===== config.mk =====
export PLATFORM = sky130hd
export DESIGN_NAME = bullet_launcher
export DESIGN_NICKNAME = d
export VERILOG_FILES = /design/src/rtl/bullet_launcher_pkg.sv /design/src/rtl/bullet_launcher_key_edge_detect.sv /design/src/rtl/bullet_launcher.sv
export SDC_FILE = /design/constraint.sdc
export NUM_CORES = 1
export LEC_CHECK = 0
export BUFFER_PORTS_ARGS = -buffer_cell sky130_fd_sc_hd__buf_2
export CORE_ASPECT_RATIO = 0.75
export CORE_MARGIN = 3
export CORE_UTILIZATION = 55
export DETAILED_ROUTE_END_ITERATION = 6
export PLACE_DENSITY = 0.8
export SKIP_CTS_REPAIR_TIMING = 1
export SYNTH_ARGS = -nofsm -noshare
export SYNTH_HDL_FRONTEND = slang
export SYNTH_SLANG_ARGS = --single-unit

===== constraint.sdc =====
create_clock -name clk2 -period 8.7 [get_ports clk2]
set_input_delay 1.74 -clock clk2 [delete_from_list [all_inputs] [get_ports clk2]]
set_output_delay 1.74 -clock clk2 [all_outputs]
set_load 0.05 [all_outputs]

===== src/rtl/bullet_launcher_pkg.sv =====
// Shared types and helpers for the bullet launcher: FSM states, signed
// trajectory coordinates, screen bounds and trajectory arithmetic.
package bullet_pkg;

  typedef enum logic [1:0] {
    B_IDLE     = 2'd0,
    B_FLIGHT   = 2'd1,
    B_COOLDOWN = 2'd2
  } b_state_e;

  // 12 bits holds SPEED(<=4) * any 10-bit signed step and any on-screen position
  typedef logic signed [11:0] coord_t;

  localparam int         X_MAX_DEF      = 639;
  localparam int         Y_MAX_DEF      = 479;
  localparam logic [7:0] FIRE_KEY_DEF   = 8'h2C;
  localparam logic [7:0] RELOAD_KEY_DEF = 8'h15;

  function automatic coord_t scale_motion(input logic [9:0] step, input coord_t mult);
    coord_t ext;
    ext = {{2{step[9]}}, step};
    return ext * mult;
  endfunction

  function automatic logic out_of_bounds(input coord_t nx, input coord_t ny,
                                         input coord_t x_max, input coord_t y_max);
    return (nx < 12'sd0) || (nx > x_max) || (ny < 12'sd0) || (ny > y_max);
  endfunction

endpackage


===== src/rtl/bullet_launcher_key_edge_detect.sv =====
// Keycode history register and press-edge detection for the fire and reload
// keys; a held key produces a single edge.
module key_edge_detect
  import bullet_pkg::*;
#(
  parameter logic [7:0] FIRE_KEY   = FIRE_KEY_DEF,
  parameter logic [7:0] RELOAD_KEY = RELOAD_KEY_DEF
) (
  input  logic       clk2,
  input  logic       Reset,
  input  logic [7:0] keycode,
  output logic       fire_edge,
  output logic       reload_edge
);

  logic [7:0] key_prev_q;

  // keycode history, one cycle behind
  always_ff @(posedge clk2) begin
    if (!Reset) begin
      key_prev_q <= 8'h00;
    end else begin
      key_prev_q <= keycode;
    end
  end

  assign fire_edge   = (keycode == FIRE_KEY)   && (key_prev_q != FIRE_KEY);
  assign reload_edge = (keycode == RELOAD_KEY) && (key_prev_q != RELOAD_KEY);

endmodule


===== src/rtl/bullet_launcher.sv =====
// Single-bullet launcher: fires on a key press, flies a latched trajectory
// once per frame until off-screen or hit, then enforces a cooldown.
module bullet_launcher
  import bullet_pkg::*;
#(
  parameter logic [7:0] FIRE_KEY        = FIRE_KEY_DEF,
  parameter logic [7:0] RELOAD_KEY      = RELOAD_KEY_DEF,
  parameter int         SPEED           = 2,
  parameter int         X_MAX           = X_MAX_DEF,
  parameter int         Y_MAX           = Y_MAX_DEF,
  parameter int         COOLDOWN_FRAMES = 15,
  parameter int         AMMO            = 9
) (
  input  logic       clk2,
  input  logic       Reset,
  input  logic       frame_tick,
  input  logic [7:0] keycode,
  input  logic [9:0] motion_x,
  input  logic [9:0] motion_y,
  input  logic [9:0] spawn_x,
  input  logic [9:0] spawn_y,
  input  logic       hit,
  output logic       bullet_active,
  output logic [9:0] bullet_x,
  output logic [9:0] bullet_y,
  output logic       shot_fired,
  output logic [3:0] ammo_left,
  output logic       busy
);

  localparam coord_t     SPEED_C = coord_t'(SPEED);
  localparam coord_t     XMAX_C  = coord_t'(X_MAX);
  localparam coord_t     YMAX_C  = coord_t'(Y_MAX);
  localparam logic [7:0] CD_C    = 8'(COOLDOWN_FRAMES);
  localparam logic [3:0] AMMO_C  = 4'(AMMO);

  b_state_e   state_q, state_d;
  logic [9:0] x_q, x_d, y_q, y_d;
  coord_t     vx_q, vx_d, vy_q, vy_d;
  logic [3:0] ammo_q, ammo_d;
  logic [7:0] cd_q, cd_d;
  logic       active_q, active_d;
  logic       shot_q, shot_d;
  logic       busy_q, busy_d;

  logic   fire_edge_s, reload_edge_s;
  coord_t nx_s, ny_s;
  logic   end_flight_s;

  key_edge_detect #(
    .FIRE_KEY  (FIRE_KEY),
    .RELOAD_KEY(RELOAD_KEY)
  ) u_keys (
    .clk2       (clk2),
    .Reset      (Reset),
    .keycode    (keycode),
    .fire_edge  (fire_edge_s),
    .reload_edge(reload_edge_s)
  );

  assign nx_s = coord_t'({2'b00, x_q}) + vx_q;
  assign ny_s = coord_t'({2'b00, y_q}) + vy_q;
  // a hit wins over movement in the same cycle
  assign end_flight_s = hit || (frame_tick && out_of_bounds(nx_s, ny_s, XMAX_C, YMAX_C));

  // state and datapath registers
  always_ff @(posedge clk2) begin
    if (!Reset) begin
      state_q  <= B_IDLE;
      x_q      <= 10'd0;
      y_q      <= 10'd0;
      vx_q     <= 12'sd0;
      vy_q     <= 12'sd0;
      ammo_q   <= AMMO_C;
      cd_q     <= 8'd0;
      active_q <= 1'b0;
      shot_q   <= 1'b0;
      busy_q   <= 1'b0;
    end else begin
      state_q  <= state_d;
      x_q      <= x_d;
      y_q      <= y_d;
      vx_q     <= vx_d;
      vy_q     <= vy_d;
      ammo_q   <= ammo_d;
      cd_q     <= cd_d;
      active_q <= active_d;
      shot_q   <= shot_d;
      busy_q   <= busy_d;
    end
  end

  // next-state and datapath update
  always_comb begin
    state_d  = state_q;
    x_d      = x_q;
    y_d      = y_q;
    vx_d     = vx_q;
    vy_d     = vy_q;
    ammo_d   = ammo_q;
    cd_d     = cd_q;
    active_d = active_q;
    shot_d   = 1'b0;

    case (state_q)
      B_IDLE: begin
        if (fire_edge_s && (ammo_q != 4'd0)) begin
          state_d  = B_FLIGHT;
          x_d      = spawn_x;
          y_d      = spawn_y;
          vx_d     = scale_motion(motion_x, SPEED_C);
          vy_d     = scale_motion(motion_y, SPEED_C);
          active_d = 1'b1;
          shot_d   = 1'b1;
          ammo_d   = ammo_q - 4'd1;
        end else if (reload_edge_s) begin
          ammo_d = AMMO_C;
        end else begin
          state_d = B_IDLE;
        end
      end
      B_FLIGHT: begin
        if (end_flight_s) begin
          active_d = 1'b0;
          if (CD_C == 8'd0) begin
            state_d = B_IDLE;
          end else begin
            state_d = B_COOLDOWN;
            cd_d    = CD_C;
          end
        end else if (frame_tick) begin
          x_d = nx_s[9:0];
          y_d = ny_s[9:0];
        end else begin
          state_d = B_FLIGHT;
        end
      end
      B_COOLDOWN: begin
        if (frame_tick) begin
          // a zero count here can only come from corruption; leave rather than wrap
          if (cd_q <= 8'd1) begin
            state_d = B_IDLE;
            cd_d    = 8'd0;
          end else begin
            cd_d = cd_q - 8'd1;
          end
        end else begin
          state_d = B_COOLDOWN;
        end
      end
      default: begin
        state_d  = B_IDLE;
        active_d = 1'b0;
        cd_d     = 8'd0;
      end
    endcase

    busy_d = (state_d != B_IDLE);
  end

  assign bullet_active = active_q;
  assign bullet_x      = x_q;
  assign bullet_y      = y_q;
  assign shot_fired    = shot_q;
  assign ammo_left     = ammo_q;
  assign busy          = busy_q;

endmodule

==> qor.yml, run 1 <==
netlist_area_um2: 3980
skew_ns: 0.00940
final_max_slew_viol_count: 0
grt_use_total: 0.254
syn_nets: 571
async_flop_share: 0
path_max_fanout: 25
vdd_drop_max_mv: 0.101
num_vias: 3799
grt_pass1_wl_um: 17200
whs_ns: 0.458
dpl_worst_slack_ns: 4.18
worst_slew_pin_slew_ns: 1.07
via_per_inst: 5.74
maxSlewHeadroom: 0.287
h-tree-depth: 3
maxCapViolCount: 0
synth-seq-cells: 65
fmax_ghz: 0.239
clockBufferDepth: 2
globalRoute.totalOverflow: 0
initial_core_util: 0.575
path_clk_slew_ns: 0.07
status: "finished clean"
synth_edf_count: 0
drive_above_1_share: 0.209
syn_avg_cell_area_um2: 8.11
grt_antenna_before_repair: 0
cp_cell_sequence: "buf_2, or4b_1, nor4_1, and2_1, nand2_1, o21ai_0, a221oi_1"
cts_tree: "built"
fin_nets: 639
cts_made_buffers: 9
crit_path_end_kind: "flop"
die_w_um: 104
ys_warn_count: 0
holdCritPathClass: "flop to flop"
grt_max_degree: 44
die_area_um2: 8310
ys.flop_type: "dfxtp_1"
timing.final.crit_period_ns: 4.18
p_leak_uw: 0.00195
die_h_um: 79.7
rows: 26
cp-start-kind: "input pin"
critPathMaxStageDelay_ns: 0.89
fillerInstances: 605
grt_pass1_vias: 3564
port-buffer-count: 78
fin_ws_ns: 4.52
clock-root-buffer: "clkbuf_8"
drt_wl_total_um: 10300
p_per_area_nw_per_um2: 134
synth_cells: 491
drt-pass1-iter-count: 4
critPathKind: "input pin to flop"
dr.first_iter.drc_count: 324
finalHoldViolations: 0
drc: 0
clock-sinks: 65
synth-seq-area-share: 0.327
insertion_delay_ns: 0.35
area_growth_pct: 16.1
gp_congestion: 0.886
timing.setup.tns_ns: 0
slowest_stage: "and2_1"
timing.final.crit_share: 0.480
io_pins: 79
core_area_um2: 6930
crit_arrival_ns: 4.39
ant_nets: 0
ys_types: 63
wl_per_cell_um: 15.6
path_delay_family: "simple AND/OR/NAND/NOR gates"
final_util: 0.667
crit_required_ns: 8.91
critPathBufInv: 1
dp_hpwl_um: 7420
antennaDiodeCount: 0
setup_viol: 0
rsz0062_at_grt: "false"
## worst paths after layout
check | depth (start not counted) | slack, ns | end | start
hold / removal | 2 | 0.46 | vx_q[3]$_SDFFE_PN0P_ | vx_q[3]$_SDFFE_PN0P_
setup reg to reg | 11 | 4.97 | bullet_x[2]$_SDFFE_PN0P_ | bullet_x[1]$_SDFFE_PN0P_
setup / recovery | 7 | 4.52 | bullet_y[2]$_SDFFE_PN0P_ | keycode[1]
hold reg to reg | 2 | 0.46 | vx_q[3]$_SDFFE_PN0P_ | vx_q[3]$_SDFFE_PN0P_
## Yosys cell counts, types with 2 or more instances
library cell / count / area [um2]
and2_1: 13 / 81.3
o22ai_1: 2 / 12.5
nor3_1: 10 / 50.1
nor2b_1: 2 / 12.5
o311ai_0: 5 / 43.8
fa_1: 2 / 40.0
a22o_1: 3 / 26.3
or4_4: 2 / 22.5
a31o_2: 2 / 17.5
nor2_1: 20 / 75.1
nor4bb_1: 2 / 20.0
nor4_1: 3 / 18.8
or2_2: 6 / 37.5
nand2_1: 76 / 285
or3_1: 4 / 25.0
nand3_1: 9 / 45.0
a221oi_1: 3 / 26.3
buf_6: 2 / 22.5
a41o_1: 2 / 20.0
mux2i_1: 7 / 70.1
inv_1: 23 / 86.3
nand4b_1: 2 / 17.5
nand2b_1: 9 / 56.3
o21ai_0: 27 / 135
dfxtp_1: 65 / 1300
xor2_1: 5 / 43.8
a21o_1: 4 / 30.0
a31oi_1: 5 / 31.3
clkbuf_1: 20 / 75.1
o21a_1: 6 / 45.0
a211oi_1: 14 / 105
o211ai_1: 7 / 52.6
a21oi_1: 58 / 290
nor3b_1: 3 / 22.5
xnor2_1: 8 / 70.1
a211oi_2: 2 / 25.0
o31a_1: 3 / 26.3
o31ai_1: 3 / 22.5
ha_1: 26 / 325
o21ai_1: 3 / 15.0
## sequential cells by signal, summed over array words and instances (netlist names), 2 cells and up
| signal | flops |
|---|---|
| vx_q | 10 |
| state_q | 2 |
| ammo_left | 4 |
| u_keys.key_prev_q | 8 |
| bullet_y | 10 |
| bullet_x | 10 |
| vy_q | 10 |
| cd_q | 8 |
## power by group
part           leakage [uW]  switching [uW]  total (uW)  internal, uW
clock              0.000106             125         286           161
sequential         0.000526            1.16         301           300
combinational       0.00132            18.5        32.9          14.4
## through the flow
stage | area, um2 | power (uW) | cells
2_1_floorplan | 3980 | 324 | 491
3_3_place_gp | 4400 | 340 | 646
3_5_place_dp | 4400 | 340 | 646
4_1_cts | 4620 | 623 | 662
5_1_grt | 4620 | 642 | 662
6_report | 4620 | 620 | 662
## routing by layer
metal,GRT usage,share of wire,vias to the layer above
met3,0.0598,0.081,18
met4,0.0784,0.014,0
met5,0,0,-
li1,-,-,1907
met2,0.387,0.42,152
met1,0.358,0.48,1722
## layout make-up
| type | count | area (um2) | share of cell area |
|---|---|---|---|
| repair buffers | 79 | 398 | 0.0861 |
| inverters | 24 | 90.1 | 0.0195 |
| clock inverters | 7 | 93.8 | 0.0203 |
| flip-flops and latches | 65 | 1300 | 0.282 |
| clock buffers | 9 | 124 | 0.0268 |
| well taps | 98 | 123 | 0.0265 |
| multi-input cells | 380 | 2490 | 0.539 |
## cells in the final DEF, fill, tap and decap left out, types with 3 or more instances in the layout
| cell | n |
|---|---|
| o31ai_1 | 3 |
| or3_1 | 4 |
| o311ai_0 | 5 |
| a221oi_1 | 3 |
| ha_1 | 26 |
| xnor2_1 | 8 |
| nand2b_1 | 9 |
| nor3b_1 | 3 |
| a31oi_1 | 5 |
| clkbuf_8 | 9 |
| a22o_1 | 3 |
| o21ai_0 | 27 |
| nand2_1 | 76 |
| xor2_1 | 5 |
| dfxtp_1 | 65 |
| nor2_1 | 20 |
| o31a_1 | 3 |
| or2_2 | 6 |
| buf_2 | 78 |
| and2_1 | 13 |
| nand3_1 | 9 |
| nor3_1 | 10 |
| nor4_1 | 3 |
| o211ai_1 | 7 |
| a211oi_1 | 14 |
| a21oi_1 | 58 |
| o21a_1 | 6 |
| a21o_1 | 4 |
| mux2i_1 | 7 |
| inv_1 | 23 |
| o21ai_1 | 3 |
## tightest hold or removal path, stage by stage, from the launching register on
cell and delay [ns]:
dfxtp_1 0.31, nand2_1 0.05, a21oi_1 0.05
## cells by family after synthesis
family          count (synthesis)  share of synthesized area
buf+inv                        46                     0.0471
fa+ha+maj                      28                     0.0918
simple gates                  169                      0.212
flops                          65                      0.327
mux                             8                     0.0204
xor+xnor                       14                     0.0327
compound gates                161                      0.269
Note: power is estimated with default switching activity, not from simulation.
==> inputs of run 2 (changes only) <==
--- a/config.mk
+++ b/config.mk
@@ -8,9 +8,9 @@
 export BUFFER_PORTS_ARGS = -buffer_cell sky130_fd_sc_hd__buf_2
 export CORE_ASPECT_RATIO = 0.75
 export CORE_MARGIN = 3
-export CORE_UTILIZATION = 55
+export CORE_UTILIZATION = 50
 export DETAILED_ROUTE_END_ITERATION = 6
-export PLACE_DENSITY = 0.8
+export PLACE_DENSITY = 0.76
 export SKIP_CTS_REPAIR_TIMING = 1
 export SYNTH_ARGS = -nofsm -noshare
 export SYNTH_HDL_FRONTEND = slang
==> constraint.sdc (replaced) <==
create_clock -name clk2 -period 3.8 [get_ports clk2]
set_input_delay 0.76 -clock clk2 [delete_from_list [all_inputs] [get_ports clk2]]
set_output_delay 0.76 -clock clk2 [all_outputs]
set_load 0.05 [all_outputs]
==> run 2 against run 1 <==
  * Worst hold slack worse by 0.0011 ns
  * Power up 140%
  * Sequential share of layout area down 0.45 points
  * Final area up 1.6%
  * Clock power rose to 2.6 times the previous value
  * Via count up 0.97%
  * Cell count up 1.4%
  * Flip-flop and latch count unchanged
  * Routed wire length down 0.49%
  * First-iteration DRC count down 36%
  * Sequential power up 130%
  * Global-route usage down 2.0 points
  * Largest power group is now clock
==> qor.yml, run 2 (synthesis gave the netlist of run 1 again) <==
h-tree-depth: 3
ant_nets: 0
worst_slew_pin_slew_ns: 0.754
grt_antenna_before_repair: 0
timing.final.crit_share: 0.882
p_leak_uw: 0.00200
via_per_inst: 5.72
cts_tree: "built"
reg2reg_depth: 11
cp_cell_sequence: "ha_1, inv_1, fa_1, nand2b_1, a21oi_2, o21ai_1, nor3_1, o211ai_2, or4_4, a211oi_4, a221oi_1"
min_to: "bullet_active$_SDFFE_PN0P_"
globalRoute.totalOverflow: 0
r2r_end: "bullet_y[2]$_SDFFE_PN0P_"
port-buffer-count: 78
slowest_stage: "or4_4"
fillerInstances: 669
rsz0062_at_grt: "false"
drc: 0
crit_required_ns: 4.03
grt_pass1_wl_um: 17000
maxSlewHeadroom: 0.498
clock-root-buffer: "clkbuf_8"
min_from: "bullet_active$_SDFFE_PN0P_"
final_cell_mix: "buf_2, nand2_1, dfxtp_1"
dp_hpwl_um: 7620
final_common_cell: "buf_2"
num_vias: 3836
die_w_um: 109
antennaDiodeCount: 0
critPathMaxStageDelay_ns: 0.62
timing.setup.tns_ns: 0
path_clk_slew_ns: 0.07
critPathKind: "flop to flop"
gp_congestion: 0.860
core_area_um2: 7530
maxCapViolCount: 0
io_pins: 79
hold_depth: 2
final_util: 0.623
timing.final.crit_period_ns: 3.35
grt_use_total: 0.234
fin_nets: 645
finalHoldViolations: 0
crit_arrival_ns: 3.58
seqCellArea_um2: 1300
drive_above_1_share: 0.216
grt_pass1_vias: 3559
skew_ns: 0.00832
area_growth_pct: 18.0
crit_path_end_kind: "flop"
cts_made_buffers: 9
grt_max_degree: 44
clockBufferDepth: 2
path_max_fanout: 6
drt-pass1-iter-count: 5
dpl_cell_area_um2: 4450
status: "finished clean"
wl_per_cell_um: 15.3
multi_input_area_um2: 2490
die_h_um: 83.3
die_area_um2: 9080
regToRegStartpoint: "bullet_x[1]$_SDFFE_PN0P_"
dr.first_iter.drc_count: 206
fin_area_um2: 4700
vdd_drop_max_mv: 0.316
final_max_slew_viol_count: 0
clock-sinks: 65
initial_core_util: 0.528
fmax_ghz: 0.299
p_per_area_nw_per_um2: 319
holdCritPathClass: "flop to flop"
rrSetupSlack_ns: 0.45
rows: 27
setup_viol: 0
insertion_delay_ns: 0.36
cp-start-kind: "flop"
drt_wl_total_um: 10300
==> run 2: changes by cell type in the layout (fill, tap and decap cells not counted), sizes merged <==
| cell | delta |
|---|---|
| bufinv | +1 |
| clkbuf | +2 |
| clkinvlp | -1 |
| inv | -1 |
| clkinv | -1 |
| buf | +6 |
==> run 2: where the power goes <==
group          total (uW)  internal (uW)  leakage [uW]  switching, uW
Clock                 731            453      0.000120            278
Sequential            689            687      0.000526           2.57
Combinational        77.1           34.3       0.00135           42.8
Total                1500           1170       0.00200            323
==> run 2: metal layers <==
| metal | up-vias | routed length [um] | GRT usage |
|---|---|---|---|
| met1 | 1783 | 4790 | 0.319 |
| met2 | 128 | 4430 | 0.356 |
| met4 | 0 | 114 | 0.0619 |
| li1 | 1915 | - | - |
| met5 | - | 0 | 0 |
| met3 | 10 | 921 | 0.0738 |
==> run 2: cell type report <==
class / count / share of cell area
Inverter: 24 / 0.0192
Clock buffer: 11 / 0.0301
Clock inverter: 5 / 0.0218
Multi-Input combinational cell: 380 / 0.531
Timing Repair Buffer: 85 / 0.0943
Sequential cell: 65 / 0.277
Tap cell: 101 / 0.0269
==> run 2: metrics by stage <==
stage | hold slack [ns] | power [uW] | std cells | setup WS (ns)
global placement | 0.440 | 779 | 655 | 0.534
global route | 0.484 | 1550 | 671 | 0.211
floorplan | 0.432 | 743 | 491 | 0.418
detailed placement | 0.447 | 781 | 655 | 0.433
finish | 0.457 | 1500 | 671 | 0.450
CTS | 0.458 | 1510 | 671 | 0.444
==> run 2: how the worst max path moves through the flow <==
| stage | startpoint | end |
|---|---|---|
| final | bullet_x[1]$_SDFFE_PN0P_ | bullet_y[2]$_SDFFE_PN0P_ |
| after global routing | bullet_x[1]$_SDFFE_PN0P_ | bullet_x[2]$_SDFFE_PN0P_ |
| after CTS | bullet_x[1]$_SDFFE_PN0P_ | bullet_x[2]$_SDFFE_PN0P_ |
| after detailed placement | bullet_x[1]$_SDFFE_PN0P_ | bullet_x[2]$_SDFFE_PN0P_ |
| after global placement | bullet_x[1]$_SDFFE_PN0P_ | bullet_y[2]$_SDFFE_PN0P_ |
| after floorplan | bullet_x[1]$_SDFFE_PN0P_ | bullet_x[2]$_SDFFE_PN0P_ |
==> run 2: worst max-delay path, delay by kind of cell (launching register included) <==
kind	cells	cell delay, ns
fa+ha+maj	2	0.61
flops	1	0.36
compound gates	5	1.11
simple gates	3	1.06
buf+inv	1	0.07
==> inputs of run 3 (changes only) <==
--- a/config.mk
+++ b/config.mk
@@ -8,9 +8,9 @@
 export BUFFER_PORTS_ARGS = -buffer_cell sky130_fd_sc_hd__buf_2
 export CORE_ASPECT_RATIO = 0.75
 export CORE_MARGIN = 3
-export CORE_UTILIZATION = 50
+export CORE_UTILIZATION = 55
 export DETAILED_ROUTE_END_ITERATION = 6
-export PLACE_DENSITY = 0.76
+export PLACE_DENSITY = 0.8
 export SKIP_CTS_REPAIR_TIMING = 1
 export SYNTH_ARGS = -nofsm -noshare
 export SYNTH_HDL_FRONTEND = slang
==> constraint.sdc (replaced) <==
create_clock -name clk2 -period 3.35 [get_ports clk2]
set_input_delay 0.67 -clock clk2 [delete_from_list [all_inputs] [get_ports clk2]]
set_output_delay 0.67 -clock clk2 [all_outputs]
set_load 0.05 [all_outputs]
==> run 3 against run 2 <==
  * Maximum frequency up 5.7%
  * Register-to-register slack got worse by 0.27 ns
  * Flip-flop and latch count is the same
  * Clock skew fell by 0.0011 ns
  * Global-route usage grew 2.5 points
  * Clock power rose by 5.5%
  * Final area is 1.1% higher
  * Worst setup slack got worse by 0.27 ns
==> qor.yml, run 3 (synthesis gave the netlist of run 1 again) <==
status: "finished clean"
rows: 26
rsz0062_at_grt: "false"
hold_depth: 2
drt_wl_total_um: 10900
drt-pass1-iter-count: 5
path_clk_slew_ns: 0.08
final_max_slew_viol_count: 0
grt_pass1_wl_um: 17400
regToRegStartpoint: "vx_q[1]$_SDFFE_PN0P_"
critPathBufInv: 2
min_from: "bullet_active$_SDFFE_PN0P_"
finalHoldViolations: 0
slowest_stage: "or4_4"
wl_per_cell_um: 16.2
die_w_um: 104
gp_congestion: 0.921
final_common_cell: "buf_2"
cts_tree: "built"
timing.final.crit_period_ns: 3.17
skew_ns: 0.00720
min_to: "bullet_active$_SDFFE_PN0P_"
setup_viol: 0
cp-start-kind: "flop"
vdd_drop_max_mv: 0.201
initial_core_util: 0.575
globalRoute.totalOverflow: 0
timing.setup.tns_ns: 0
via_per_inst: 5.90
maxCapViolCount: 0
cp_cell_sequence: "ha_1, inv_1, fa_1, nand2b_1, a21oi_2, o21ai_1, nor3_2, o211ai_4, or4_4, a211oi_4, buf_4, a221oi_1"
drive_above_1_share: 0.231
holdCritPathClass: "flop to flop"
critPathMaxStageDelay_ns: 0.62
total_power_uw: 1640
area_growth_pct: 19.3
port-buffer-count: 78
ant_nets: 0
p_leak_uw: 0.00200
crit_path_end_kind: "flop"
fin_area_um2: 4750
stdcell_count: 673
final_cell_mix: "buf_2, nand2_1, dfxtp_1"
dp_hpwl_um: 7870
path_max_fanout: 6
clock-root-buffer: "clkbuf_8"
num_vias: 3968
reg2reg_depth: 12
dpl_cell_area_um2: 4460
rrSetupSlack_ns: 0.18
grt_pass1_vias: 3707
clockBufferDepth: 2
crit_arrival_ns: 3.40
p_per_area_nw_per_um2: 346
path_delay_family: "simple AND/OR/NAND/NOR gates"
fin_nets: 650
clock-sinks: 65
die_area_um2: 8310
grt_max_degree: 43
insertion_delay_ns: 0.35
drc: 0
timing.final.crit_share: 0.946
grt_use_total: 0.259
worst_slew_pin_slew_ns: 0.727
crit_required_ns: 3.58
maxSlewHeadroom: 0.515
grt_antenna_before_repair: 0
io_pins: 79
r2r_end: "bullet_y[2]$_SDFFE_PN0P_"
die_h_um: 79.7
dp_cells: 653
fmax_ghz: 0.316
cts_made_buffers: 9
core_area_um2: 6930
dr.first_iter.drc_count: 254
antennaDiodeCount: 0
h-tree-depth: 3
critPathKind: "flop to flop"
==> run 3: cell types whose count changed in the layout (fill, tap and decap cells not counted), sizes merged <==
cell      previous run  this run
buf                 85        90
bufinv               3         2
clkbuf              11        10
clkinvlp             1         3
==> run 3: tightest hold or removal path, cell delays in order, from the launching register on <==
cell and delay, ns:
dfxtp_1 0.33, inv_1 0.05, a21oi_1 0.05
==> run 3: area by class of cell <==
type | instances | area [um2]
fillers | 594 | 2180
multi-input cells | 380 | 2520
repair buffers | 90 | 484
flip-flops and latches | 65 | 1300
inverters | 24 | 90.1
clock buffers | 10 | 138
well taps | 98 | 123
clock inverters | 6 | 91.3
==> run 3: routing by layer <==
metal	up-vias	wire length (um)	GRT usage
met5	-	0	0
met4	0	118	0.0677
met3	16	995	0.0752
met2	191	4820	0.416
met1	1828	4970	0.343
li1	1933	-	-
==> run 3: report_power, final <==
group	internal (uW)	switching, uW
Clock	440	331
Sequential	779	3.00
Combinational	39.3	49.4
==> run 3: per-stage QoR <==
stage	hold slack [ns]	worst slack [ns]	util
2_1_floorplan	0.432	0.0802	-
3_3_place_gp	0.440	0.115	0.643
3_5_place_dp	0.455	0.0133	0.643
4_1_cts	0.467	-0.0115	0.676
5_1_grt	0.481	0.0160	0.685
6_report	0.467	0.181	0.685
==> run 3: worst max path at each step <==
stage	to	cells after the start	slack, ns	from
6_report	bullet_y[2]$_SDFFE_PN0P_	12	0.18	vx_q[1]$_SDFFE_PN0P_
4_1_cts	bullet_x[2]$_SDFFE_PN0P_	11	-0.01	bullet_x[1]$_SDFFE_PN0P_
3_5_place_dp	bullet_x[2]$_SDFFE_PN0P_	11	0.01	vx_q[1]$_SDFFE_PN0P_
3_3_place_gp	bullet_y[2]$_SDFFE_PN0P_	11	0.12	bullet_x[1]$_SDFFE_PN0P_
5_1_grt	bullet_y[2]$_SDFFE_PN0P_	12	0.02	vx_q[1]$_SDFFE_PN0P_
2_1_floorplan	bullet_x[2]$_SDFFE_PN0P_	10	0.08	bullet_x[2]$_SDFFE_PN0P_
